$ cat src/rtl/i2c_mon_pkg.sv
// i2c_mon_pkg: shared definitions for the I2C clock-low timeout monitor.
//   - mon_state_t : monitor FSM state encoding
//   - LOW_MS_W / LOW_MS_MAX : width and saturation value of the ms counter
//   - TIMEOUT_MS_DEF / TICK_PER_MS_DEF : SMBus default timing constants
//   - ms_sat_inc : saturating increment of a ms count
package i2c_mon_pkg;

    typedef enum logic [1:0] {
        IDLE     = 2'd0,
        WAIT_LOW = 2'd1,
        COUNT    = 2'd2,
        STUCK    = 2'd3
    } mon_state_t;

    localparam int unsigned          LOW_MS_W   = 8;
    localparam logic [LOW_MS_W-1:0]  LOW_MS_MAX = 8'd255;

    localparam int unsigned TIMEOUT_MS_DEF  = 25;
    localparam int unsigned TICK_PER_MS_DEF = 1000;

    function automatic logic [LOW_MS_W-1:0] ms_sat_inc(input logic [LOW_MS_W-1:0] v);
        return (v == LOW_MS_MAX) ? v : v + 8'd1;
    endfunction

endpackage

$ cat src/rtl/i2c_scl_timeout_mon_if.sv
// i2c_scl_timeout_mon_if: bus/timer-side signals of the clock-low monitor.
//   master modport : the system side (drives enable, pin levels, tick, clear)
//   slave  modport : the monitor itself
//   mon_en, scl_in, sda_in, us_tick, stuck_clr      -> monitor
//   us_cnt_en, timeout_evt, bus_stuck, sda_stuck,
//   low_ms[LOW_MS_W-1:0]                             <- monitor
interface i2c_scl_timeout_mon_if;
    import i2c_mon_pkg::*;

    logic                mon_en;
    logic                scl_in;
    logic                sda_in;
    logic                us_tick;
    logic                stuck_clr;
    logic                us_cnt_en;
    logic                timeout_evt;
    logic                bus_stuck;
    logic                sda_stuck;
    logic [LOW_MS_W-1:0] low_ms;

    modport master (
        output mon_en, scl_in, sda_in, us_tick, stuck_clr,
        input  us_cnt_en, timeout_evt, bus_stuck, sda_stuck, low_ms
    );

    modport slave (
        input  mon_en, scl_in, sda_in, us_tick, stuck_clr,
        output us_cnt_en, timeout_evt, bus_stuck, sda_stuck, low_ms
    );

endinterface

$ cat src/rtl/i2c_line_sync.sv
// i2c_line_sync: two-flop synchronizer for one asynchronous I2C line.
//   sys_clk : system clock
//   sys_rst : synchronous active-high reset; both flops reset to 1 (idle bus)
//   line_i  : raw asynchronous pin level
//   line_o  : synchronized level, two cycles behind line_i
module i2c_line_sync (
    input  logic sys_clk,
    input  logic sys_rst,
    input  logic line_i,
    output logic line_o
);

    logic meta_q;
    logic sync_q;

    always_ff @(posedge sys_clk) begin
        if (sys_rst) begin
            meta_q <= 1'b1;
            sync_q <= 1'b1;
        end else begin
            meta_q <= line_i;
            sync_q <= meta_q;
        end
    end

    assign line_o = sync_q;

endmodule

$ cat src/rtl/i2c_scl_timeout_mon.sv
// i2c_scl_timeout_mon: SMBus-style SCL clock-low timeout monitor.
// While synchronized SCL is low the shared 1 us timer is enabled; its ticks
// are counted into milliseconds and a sticky stuck flag is raised once
// TIMEOUT_MS is reached.
//   Parameters : TICK_PER_MS (us ticks per ms, >=2), TIMEOUT_MS (1..255)
//   sys_clk    : system clock
//   sys_rst    : synchronous active-high reset
//   mon        : slave modport of i2c_scl_timeout_mon_if (see that file)
// Optional build macro SDA_STUCK_EN adds a second window timing SDA low while
// SCL is high; without it sda_stuck is tied to 0 and sda_in is ignored.
module i2c_scl_timeout_mon
    import i2c_mon_pkg::*;
#(
    parameter int unsigned TICK_PER_MS = TICK_PER_MS_DEF,
    parameter int unsigned TIMEOUT_MS  = TIMEOUT_MS_DEF
) (
    input  logic                  sys_clk,
    input  logic                  sys_rst,
    i2c_scl_timeout_mon_if.slave  mon
);

    localparam int unsigned          US_W    = $clog2(TICK_PER_MS);
    localparam logic [US_W-1:0]      US_LAST = US_W'(TICK_PER_MS - 1);
    localparam logic [LOW_MS_W-1:0]  LIMIT   = LOW_MS_W'(TIMEOUT_MS);

    logic scl_s;

    i2c_line_sync u_scl_sync (
        .sys_clk (sys_clk),
        .sys_rst (sys_rst),
        .line_i  (mon.scl_in),
        .line_o  (scl_s)
    );

    mon_state_t          state_q, state_d;
    logic [US_W-1:0]     us_cnt_q, us_cnt_d;
    logic [LOW_MS_W-1:0] low_ms_q, low_ms_d;
    logic                bus_stuck_q, bus_stuck_d;
    logic                timeout_evt_q, timeout_evt_d;
    logic                us_cnt_en_q, us_cnt_en_d;

    logic                scl_fire;
    logic                us_wrap;
    logic [US_W-1:0]     us_step;
    logic [LOW_MS_W-1:0] ms_step;

    // Contributions of the optional SDA window.
    logic                sda_fire;
    logic                sda_cnt_en;

    always_comb begin
        state_d     = state_q;
        us_cnt_d    = us_cnt_q;
        low_ms_d    = low_ms_q;
        bus_stuck_d = bus_stuck_q;
        scl_fire    = 1'b0;

        us_wrap = (us_cnt_q == US_LAST);
        us_step = us_wrap ? '0 : us_cnt_q + US_W'(1);
        ms_step = us_wrap ? ms_sat_inc(low_ms_q) : low_ms_q;

        if (!mon.mon_en) begin
            state_d     = IDLE;
            us_cnt_d    = '0;
            low_ms_d    = '0;
            bus_stuck_d = 1'b0;
        end else begin
            case (state_q)
                IDLE: begin
                    state_d  = WAIT_LOW;
                    us_cnt_d = '0;
                    low_ms_d = '0;
                end
                WAIT_LOW: begin
                    if (!scl_s) begin
                        state_d  = COUNT;
                        us_cnt_d = '0;
                        low_ms_d = '0;
                    end
                end
                COUNT: begin
                    // SCL release takes priority over a coincident tick.
                    if (scl_s) begin
                        state_d  = WAIT_LOW;
                        us_cnt_d = '0;
                        low_ms_d = '0;
                    end else if (mon.us_tick) begin
                        us_cnt_d = us_step;
                        low_ms_d = ms_step;
                        if (us_wrap && (ms_step == LIMIT)) begin
                            state_d     = STUCK;
                            bus_stuck_d = 1'b1;
                            scl_fire    = 1'b1;
                        end
                    end
                end
                STUCK: begin
                    if (mon.stuck_clr) begin
                        state_d     = scl_s ? WAIT_LOW : COUNT;
                        us_cnt_d    = '0;
                        low_ms_d    = '0;
                        bus_stuck_d = 1'b0;
                    end else if (mon.us_tick) begin
                        us_cnt_d = us_step;
                        low_ms_d = ms_step;
                    end
                end
                default: state_d = IDLE;
            endcase
        end

        timeout_evt_d = scl_fire | sda_fire;
        us_cnt_en_d   = (state_d == COUNT) || (state_d == STUCK) || sda_cnt_en;
    end

    always_ff @(posedge sys_clk) begin
        if (sys_rst) begin
            state_q       <= IDLE;
            us_cnt_q      <= '0;
            low_ms_q      <= '0;
            bus_stuck_q   <= 1'b0;
            timeout_evt_q <= 1'b0;
            us_cnt_en_q   <= 1'b0;
        end else begin
            state_q       <= state_d;
            us_cnt_q      <= us_cnt_d;
            low_ms_q      <= low_ms_d;
            bus_stuck_q   <= bus_stuck_d;
            timeout_evt_q <= timeout_evt_d;
            us_cnt_en_q   <= us_cnt_en_d;
        end
    end

`ifdef SDA_STUCK_EN
    logic                sda_s;
    logic                sda_win;
    logic [US_W-1:0]     sda_us_q, sda_us_d;
    logic [LOW_MS_W-1:0] sda_ms_q, sda_ms_d;
    logic                sda_stuck_q, sda_stuck_d;
    logic                sda_wrap;
    logic [LOW_MS_W-1:0] sda_ms_step;

    i2c_line_sync u_sda_sync (
        .sys_clk (sys_clk),
        .sys_rst (sys_rst),
        .line_i  (mon.sda_in),
        .line_o  (sda_s)
    );

    // Window is open while SDA is low with SCL high; leaving it (SDA rise or
    // SCL fall) restarts the count. Counting stops once the flag is set.
    always_comb begin
        sda_us_d    = sda_us_q;
        sda_ms_d    = sda_ms_q;
        sda_stuck_d = sda_stuck_q;
        sda_fire    = 1'b0;

        sda_win     = mon.mon_en && (state_q != IDLE) && scl_s && !sda_s;
        sda_wrap    = (sda_us_q == US_LAST);
        sda_ms_step = sda_wrap ? ms_sat_inc(sda_ms_q) : sda_ms_q;

        if (!mon.mon_en) begin
            sda_us_d    = '0;
            sda_ms_d    = '0;
            sda_stuck_d = 1'b0;
        end else if (mon.stuck_clr || !sda_win) begin
            sda_us_d = '0;
            sda_ms_d = '0;
            if (mon.stuck_clr) begin
                sda_stuck_d = 1'b0;
            end
        end else if (mon.us_tick && !sda_stuck_q) begin
            sda_us_d = sda_wrap ? '0 : sda_us_q + US_W'(1);
            sda_ms_d = sda_ms_step;
            if (sda_wrap && (sda_ms_step == LIMIT)) begin
                sda_stuck_d = 1'b1;
                sda_fire    = 1'b1;
            end
        end

        sda_cnt_en = sda_win && !sda_stuck_d;
    end

    always_ff @(posedge sys_clk) begin
        if (sys_rst) begin
            sda_us_q    <= '0;
            sda_ms_q    <= '0;
            sda_stuck_q <= 1'b0;
        end else begin
            sda_us_q    <= sda_us_d;
            sda_ms_q    <= sda_ms_d;
            sda_stuck_q <= sda_stuck_d;
        end
    end

    assign mon.sda_stuck = sda_stuck_q;
`else
    logic sda_unused;

    assign sda_unused    = mon.sda_in;
    assign sda_fire      = 1'b0;
    assign sda_cnt_en    = 1'b0;
    assign mon.sda_stuck = 1'b0;
`endif

    assign mon.us_cnt_en   = us_cnt_en_q;
    assign mon.timeout_evt = timeout_evt_q;
    assign mon.bus_stuck   = bus_stuck_q;
    assign mon.low_ms      = low_ms_q;

endmodule
$ cat src/flat_wrapper.sv
// flat-port wrapper written by rule: the top's interface ports become plain ports
module i2c_scl_timeout_mon_flat import i2c_mon_pkg::*;
#(
    parameter int unsigned TICK_PER_MS = TICK_PER_MS_DEF,
    parameter int unsigned TIMEOUT_MS  = TIMEOUT_MS_DEF
)
  (sys_clk, sys_rst, mon_mon_en, mon_scl_in, mon_sda_in, mon_us_tick, mon_stuck_clr, mon_us_cnt_en, mon_timeout_evt, mon_bus_stuck, mon_sda_stuck, mon_low_ms);
  i2c_scl_timeout_mon_if mon_i ();
  input  logic sys_clk;
  input  logic sys_rst;
  input wire logic [$bits(mon_i.mon_en)-1:0] mon_mon_en;
  input wire logic [$bits(mon_i.scl_in)-1:0] mon_scl_in;
  input wire logic [$bits(mon_i.sda_in)-1:0] mon_sda_in;
  input wire logic [$bits(mon_i.us_tick)-1:0] mon_us_tick;
  input wire logic [$bits(mon_i.stuck_clr)-1:0] mon_stuck_clr;
  output wire logic [$bits(mon_i.us_cnt_en)-1:0] mon_us_cnt_en;
  output wire logic [$bits(mon_i.timeout_evt)-1:0] mon_timeout_evt;
  output wire logic [$bits(mon_i.bus_stuck)-1:0] mon_bus_stuck;
  output wire logic [$bits(mon_i.sda_stuck)-1:0] mon_sda_stuck;
  output wire logic [$bits(mon_i.low_ms)-1:0] mon_low_ms;
  assign mon_i.mon_en = mon_mon_en;
  assign mon_i.scl_in = mon_scl_in;
  assign mon_i.sda_in = mon_sda_in;
  assign mon_i.us_tick = mon_us_tick;
  assign mon_i.stuck_clr = mon_stuck_clr;
  assign mon_us_cnt_en = mon_i.us_cnt_en;
  assign mon_timeout_evt = mon_i.timeout_evt;
  assign mon_bus_stuck = mon_i.bus_stuck;
  assign mon_sda_stuck = mon_i.sda_stuck;
  assign mon_low_ms = mon_i.low_ms;
  i2c_scl_timeout_mon #(.TICK_PER_MS(TICK_PER_MS), .TIMEOUT_MS(TIMEOUT_MS)) u_core (.sys_clk(sys_clk), .sys_rst(sys_rst), .mon(mon_i));
endmodule
$ cat config.mk
export PLATFORM = sky130hd
export DESIGN_NAME = i2c_scl_timeout_mon_flat
export DESIGN_NICKNAME = d
export VERILOG_FILES = /design/src/rtl/i2c_mon_pkg.sv /design/src/rtl/i2c_scl_timeout_mon_if.sv /design/src/rtl/i2c_line_sync.sv /design/src/rtl/i2c_scl_timeout_mon.sv /design/src/flat_wrapper.sv
export SDC_FILE = /design/constraint.sdc
export NUM_CORES = 1
export LEC_CHECK = 0
export CAP_MARGIN = 20
export CORE_UTILIZATION = 34
export CTS_CLUSTER_SIZE = 14
export DETAILED_ROUTE_END_ITERATION = 16
export GPL_TIMING_DRIVEN = 0
export SYNTH_ARGS = -nofsm -noshare
export SYNTH_HDL_FRONTEND = slang
export SYNTH_HIERARCHICAL = 1
export SYNTH_SLANG_ARGS = --single-unit
$ cat constraint.sdc
create_clock -name sys_clk -period 3.1 [get_ports sys_clk]
set_clock_uncertainty 0.15 [all_clocks]
set_input_delay 0.465 -clock sys_clk [delete_from_list [all_inputs] [get_ports sys_clk]]
set_output_delay 0.465 -clock sys_clk [all_outputs]
set_load 0.03 [all_outputs]
# After elaboration in Yosys (flattened, before gate mapping)
# Index checks and enable logic that the tools add are counted.
[word_totals]
reg_bits = 25
ramBits = 0
input_bits = 7
out_inout_bits = 12
latchBits = 0
romBits = 0
mem_count = 0
[op_classes]
addsub = 2
n_shift = 0
bitwise = 3
n_div = 0
reduce_logical = 7
n_lt_le_gt_ge = 0
n_eq_ne = 13
multipliers = 0
muxes = 27
[ops]
columns = ["cell", "count"]
rows = [
  ["10-bit 2-to-1 mux", 5],
  ["8-bit 2-to-1 mux", 6],
  ["10-bit one-hot mux with 4 select lines", 1],
  ["8-bit one-hot mux with 4 select lines", 1],
  ["2-bit 2-to-1 mux", 7],
  ["10-bit by 1-bit adder with 10-bit output (second input constant)", 1],
  ["10-bit equality test (second input constant)", 1],
  ["8-bit by 1-bit adder with 8-bit output (second input constant)", 1],
  ["2-bit equality test (second input constant)", 4],
  ["8-bit by 5-bit equality test with 1-bit output (second input constant)", 1],
  ["8-bit equality test (second input constant)", 1],
  ["2-bit != test (second input constant)", 4],
  ["2-bit one-hot mux with 4 select lines", 1],
  ["1-bit 2-to-1 mux", 5],
  ["5-bit AND reduction", 1],
  ["5-bit OR reduction", 1],
  ["1-bit NOT", 3],
  ["2-bit by 1-bit equality test with 1-bit output (second input constant)", 1],
  ["2-bit logical NOT", 1],
  ["2-bit by 1-bit != test with 1-bit output (second input constant)", 1],
  ["1-bit one-hot mux with 2 select lines", 1],
  ["2-bit nonzero test", 1],
  ["2-bit OR reduction", 1],
  ["1-bit logical AND", 1],
  ["1-bit logical OR", 1],
]

# Depth between registers and ports, before layout
[depth]
ltp_word = 12
ltp_mapped = 7
depth_no_buf = 6

# Hierarchy
# The synthesis kept the hierarchy.
[modules_own_cells]
columns = ["module", "instances", "area_per_inst_um2", "cells_per_inst", "seq_area_each_um2"]
rows = [
  ["i2c_scl_timeout_mon", 1, 1332.5, 170, 460.4],
  ["i2c_line_sync", 1, 52.6, 4, 40.0],
]

# Worst setup path before layout
# No wires, ideal clock.
[synth_timing]
path_kind = "reg-to-reg"
startpoint = "reg u_core.low_ms_q[0], in the netlist u_core/mon.low_ms[0]"
endpoint = "reg u_core.low_ms_q[0], in the netlist u_core/mon.low_ms[0]"
t_required_ns = 2.806
arrival_time_ns = 1.729
path_slack_ns = 1.077
n_path_buf = 0
stages_incl_launch_ff = 7
setup_time_ns = 0.144
path_cell_list = "dfxtp_1 > ha_1 > nand3_1 > or2_2 > and2_1 > a21oi_1 > a211oi_1"
[synth_via]
elab_chain_cells = 6
elab_cells_between_ends = 8
[synth_lines]
columns = ["item", "line", "text"]
rows = [
  ["start, declared", "i2c_scl_timeout_mon.sv:37", "logic [LOW_MS_W-1:0] low_ms_q, low_ms_d;"],
  ["start signal, assigned", "i2c_scl_timeout_mon.sv:127", "low_ms_q <= low_ms_d;"],
  ["8-bit by 1-bit adder with 8-bit output / 8-bit equality test (equally long branches)", "i2c_mon_pkg.sv:22", "return (v == LOW_MS_MAX) ? v : v + 8'd1;"],
  ["8-bit 2-to-1 mux", "i2c_mon_pkg.sv:22", ""],
  ["8-bit 2-to-1 mux", "i2c_scl_timeout_mon.sv:60", "ms_step = us_wrap ? ms_sat_inc(low_ms_q) : low_ms_q;"],
  ["8-bit 2-to-1 mux *", "i2c_scl_timeout_mon.sv:87, i2c_scl_timeout_mon.sv:103", ""],
  ["8-bit 2-to-1 mux, on equally long branches", "i2c_scl_timeout_mon.sv:98, i2c_scl_timeout_mon.sv:83", ""],
  ["8-bit one-hot mux with 4 select lines *", "i2c_scl_timeout_mon.sv:68", "case (state_q)"],
]
# Mark *: on every way between the ends. The rest lies on a longest branch, timed or not.
# A chain may end at the register's enable or synchronous reset.

# Final worst setup path
[layout_timing]
startpoint = "in mon_stuck_clr"
endpoint = "reg u_core.us_cnt_q[2]"
[layout_via]
elab_chain_cells = 2
[layout_lines]
columns = ["item", "line", "text"]
rows = [
  ["start, declared", "flat_wrapper.sv:15", "input wire logic [$bits(mon_i.stuck_clr)-1:0] mon_stuck_clr;"],
  ["10-bit 2-to-1 mux", "i2c_scl_timeout_mon.sv:98", "if (mon.stuck_clr) begin"],
  ["10-bit one-hot mux with 4 select lines", "i2c_scl_timeout_mon.sv:68", ""],
  ["end signal, assigned", "i2c_scl_timeout_mon.sv:126", "us_cnt_q <= us_cnt_d;"],
  ["end, declared", "i2c_scl_timeout_mon.sv:36", "logic [US_W-1:0] us_cnt_q, us_cnt_d;"],
]
# Every way passes these cells.

==> results.txt <==
status - finished, final reports clean
period utilization - 73.73%
NumNets Final - 203
reg2reg end - u_core/mon.bus_stuck
Critical Path Fanout Max - 8
Initial Util - 36.73%
Clock Latency Late Sink - 0.27 ns
critical path's slowest cell - a21oi_1
class of the most critical setup path - input port to register
yosys warns - 6
cell chain of the critical path - clkdlybuf4s50_1 > mux2i_1 > nand2_1 > a21oi_1 > a31oi_1 > a311oi_1
DP Wirelength - 2503 um
CP Launch Type - input port
drt total wl - 3393 um
gr ovfl total - 0
Core ar. - 0.003771 mm^2
Clock Path Buffers - 2
Worst Tran Pin Value - 0.6533 ns
worst r2r path cells - 7
max incr delay on CP - 0.56 ns
io pins - 19
final setup TNS - 0 ns
standard-cell row count - 22
ys flop type - dfxtp_1
PnR worst setup slack - 0.8144 ns
CTS Hold Bufs - 0
Hold Path Class - register to register
final hold vios - 0
max-slew violation total from the final report - 0
Pre-Repair DR Iteration Count - 5
residual DRC count - 0
Die ar. - 0.004333 mm^2
post-layout min period - 2.286 ns
global placer's final weighted congestion - 0.8613
Critical path origin - mon_stuck_clr
vias per std cell - 5.610
CTS root buf - clkbuf_8
sequential share of the synthesized area - 36.13%
Setup Fix Bufs, Post-CTS - 0
Pleak - 0.0005009 uW
Die H - 65.83 um
pre-CTS setup slack - 0.5255 ns
stages on the worst setup path - 6
port bufs - 15
initial antenna violation count - 0
Crit. End Element - register
ys async rst share - 0%
Post-synth EDFFs - 0
Area Overhead vs Synth - 18.52%
syn_area_per_cell - 7.960 um^2
Sink Count - 25
slew margin rel. - 56.44%
reg2reg setup slack - 0.96 ns
Peak VDD IR - 279.2 uV
vias in the first global route - 1312
total track usage - 17.39%
pwr/cell area - 339.0 mW/mm^2
DR vias - 1352
TritonCTS clock tree - built
MaxCap Viol Count - 0
CP delay by family, top - compound AO/OA/AOI/OAI gates
fmax - 0.4375 GHz
# resized after CTS - 0
FF-to-FF Start - u_core/us_cnt_q[0]
worst path arrival time - 2.31 ns
Initial DRC Count - 121
first-pass GRT wire length - 5796 um
WP buf/inv - 1
H-Tree Depth - 1
antenna cells - 0
Clk pin slew, worst setup/hold paths - 0.09 ns
RSZ-0062 raised after global routing - no
post-route ant nets - 0
synth unique cells - 43
synthesized area - 0.001385 mm^2
cts bufs inserted - 3
Die W - 65.83 um
cells after synthesis - 174
critical path required time - 3.12 ns
detail-routed net length per standard cell - 14.08 um
largest net degree at the start of global routing - 15
#FFs+latches synth - 25
crit path capture - u_core/us_cnt_q[2]
share of cells above drive strength 1 - 9.845%
Mapped Nets - 183
final number of setup-violating endpoints - 0
cell type report:
class / instances / area, um^2
fill: 376 / 2130
multi-input combinational: 134 / 779.5
sequential: 25 / 500.5
timing repair buffer: 15 / 150.1
buffer: 10 / 86.33
tap: 48 / 60.06
clock buffer: 3 / 41.29
inverter: 5 / 18.77
clock inverter: 1 / 5.005
cells in the final DEF, fill, tap and decap left out, types with 6 or more instances in the layout:
| cell | synthesis | final |
|---|---|---|
| dfxtp_1 | 25 | 25 |
| a31oi_1 | 12 | 12 |
| nand4_1 | 10 | 10 |
| nor3_1 | 7 | 7 |
| a21oi_1 | 12 | 12 |
| nor2_1 | 14 | 14 |
| o21ai_0 | 6 | 6 |
| clkbuf_8 | 4 | 7 |
| nand3_1 | 16 | 16 |
| nand2_1 | 17 | 17 |
| clkdlybuf4s50_1 | 0 | 15 |
metal layers:
metal / vias to the layer above / track usage, % / wire length (um)
met5: - / 0 / 0
met4: 0 / 5.707 / 61
met3: 7 / 4.310 / 153
met2: 31 / 29.34 / 1561
met1: 626 / 21.37 / 1618
li1: 688 / - / -
power breakdown:
part	internal [uW]	switching, uW
Combinational	14.0	19.8
Sequential	323	2.17
Clock	90.0	107
Total	427	129
registers in the layout, indices dropped and copies added, names as in the netlist:
signal / flops
u_core/state_q: 2
u_core/u_scl_sync/line_o: 1
u_core/mon.timeout_evt: 1
u_core/mon.low_ms: 8
u_core/mon.us_cnt_en: 1
u_core/mon.bus_stuck: 1
u_core/us_cnt_q: 10
u_core/u_scl_sync/meta_q: 1
worst min path at each step:
stage	startpoint	cells after the start	slack [ns]	end
CTS	u_core/u_scl_sync/meta_q	1	0.27	u_core/u_scl_sync/line_o
detailed placement	u_core/u_scl_sync/meta_q	1	0.25	u_core/u_scl_sync/line_o
finish	u_core/u_scl_sync/meta_q	1	0.27	u_core/u_scl_sync/line_o
global route	u_core/u_scl_sync/meta_q	1	0.28	u_core/u_scl_sync/line_o
global placement	u_core/u_scl_sync/meta_q	1	0.24	u_core/u_scl_sync/line_o
floorplan	u_core/u_scl_sync/meta_q	1	0.23	u_core/u_scl_sync/line_o
synth_stat cells (3+ instances only):
cell      number  share of area, %
nor2_1        14               3.8
a21oi_1       12               4.3
nand3_1       16               5.8
a31oi_1       12               5.4
o21ai_0        6               2.2
dfxtp_1       25                36
clkbuf_8       4               4.0
or3_1          5               2.3
inv_1          5               1.4
clkbuf_1       3              0.81
nor3_1         7               2.5
nand2_1       17               4.6
nand4_1       10               4.5
logic make-up after synthesis:
| kind of cell | count (synthesis) | share of synthesized area (%) |
|---|---|---|
| and+or+nand+nor | 87 | 33.70 |
| AOI/OAI and AO/OA | 43 | 19.78 |
| DFF | 25 | 36.13 |
| buffers and inverters | 15 | 7.587 |
| adders and majority gates | 2 | 1.806 |
| muxes | 1 | 0.7227 |
| other | 1 | 0.2707 |
stage by stage:
stage	cell area, um^2	hold slack, ns	total power, uW	instances	util, %
after floorplan	1385	0.2332	354.1	174	-
after global placement	1595	0.2440	366.0	237	42.30
after detailed placement	1595	0.2490	366.5	237	42.30
after CTS	1642	0.2725	564.9	241	43.53
after global routing	1642	0.2845	582.6	241	43.53
final	1642	0.2650	556.4	241	43.53
Note: power is estimated with default switching activity, not from simulation.
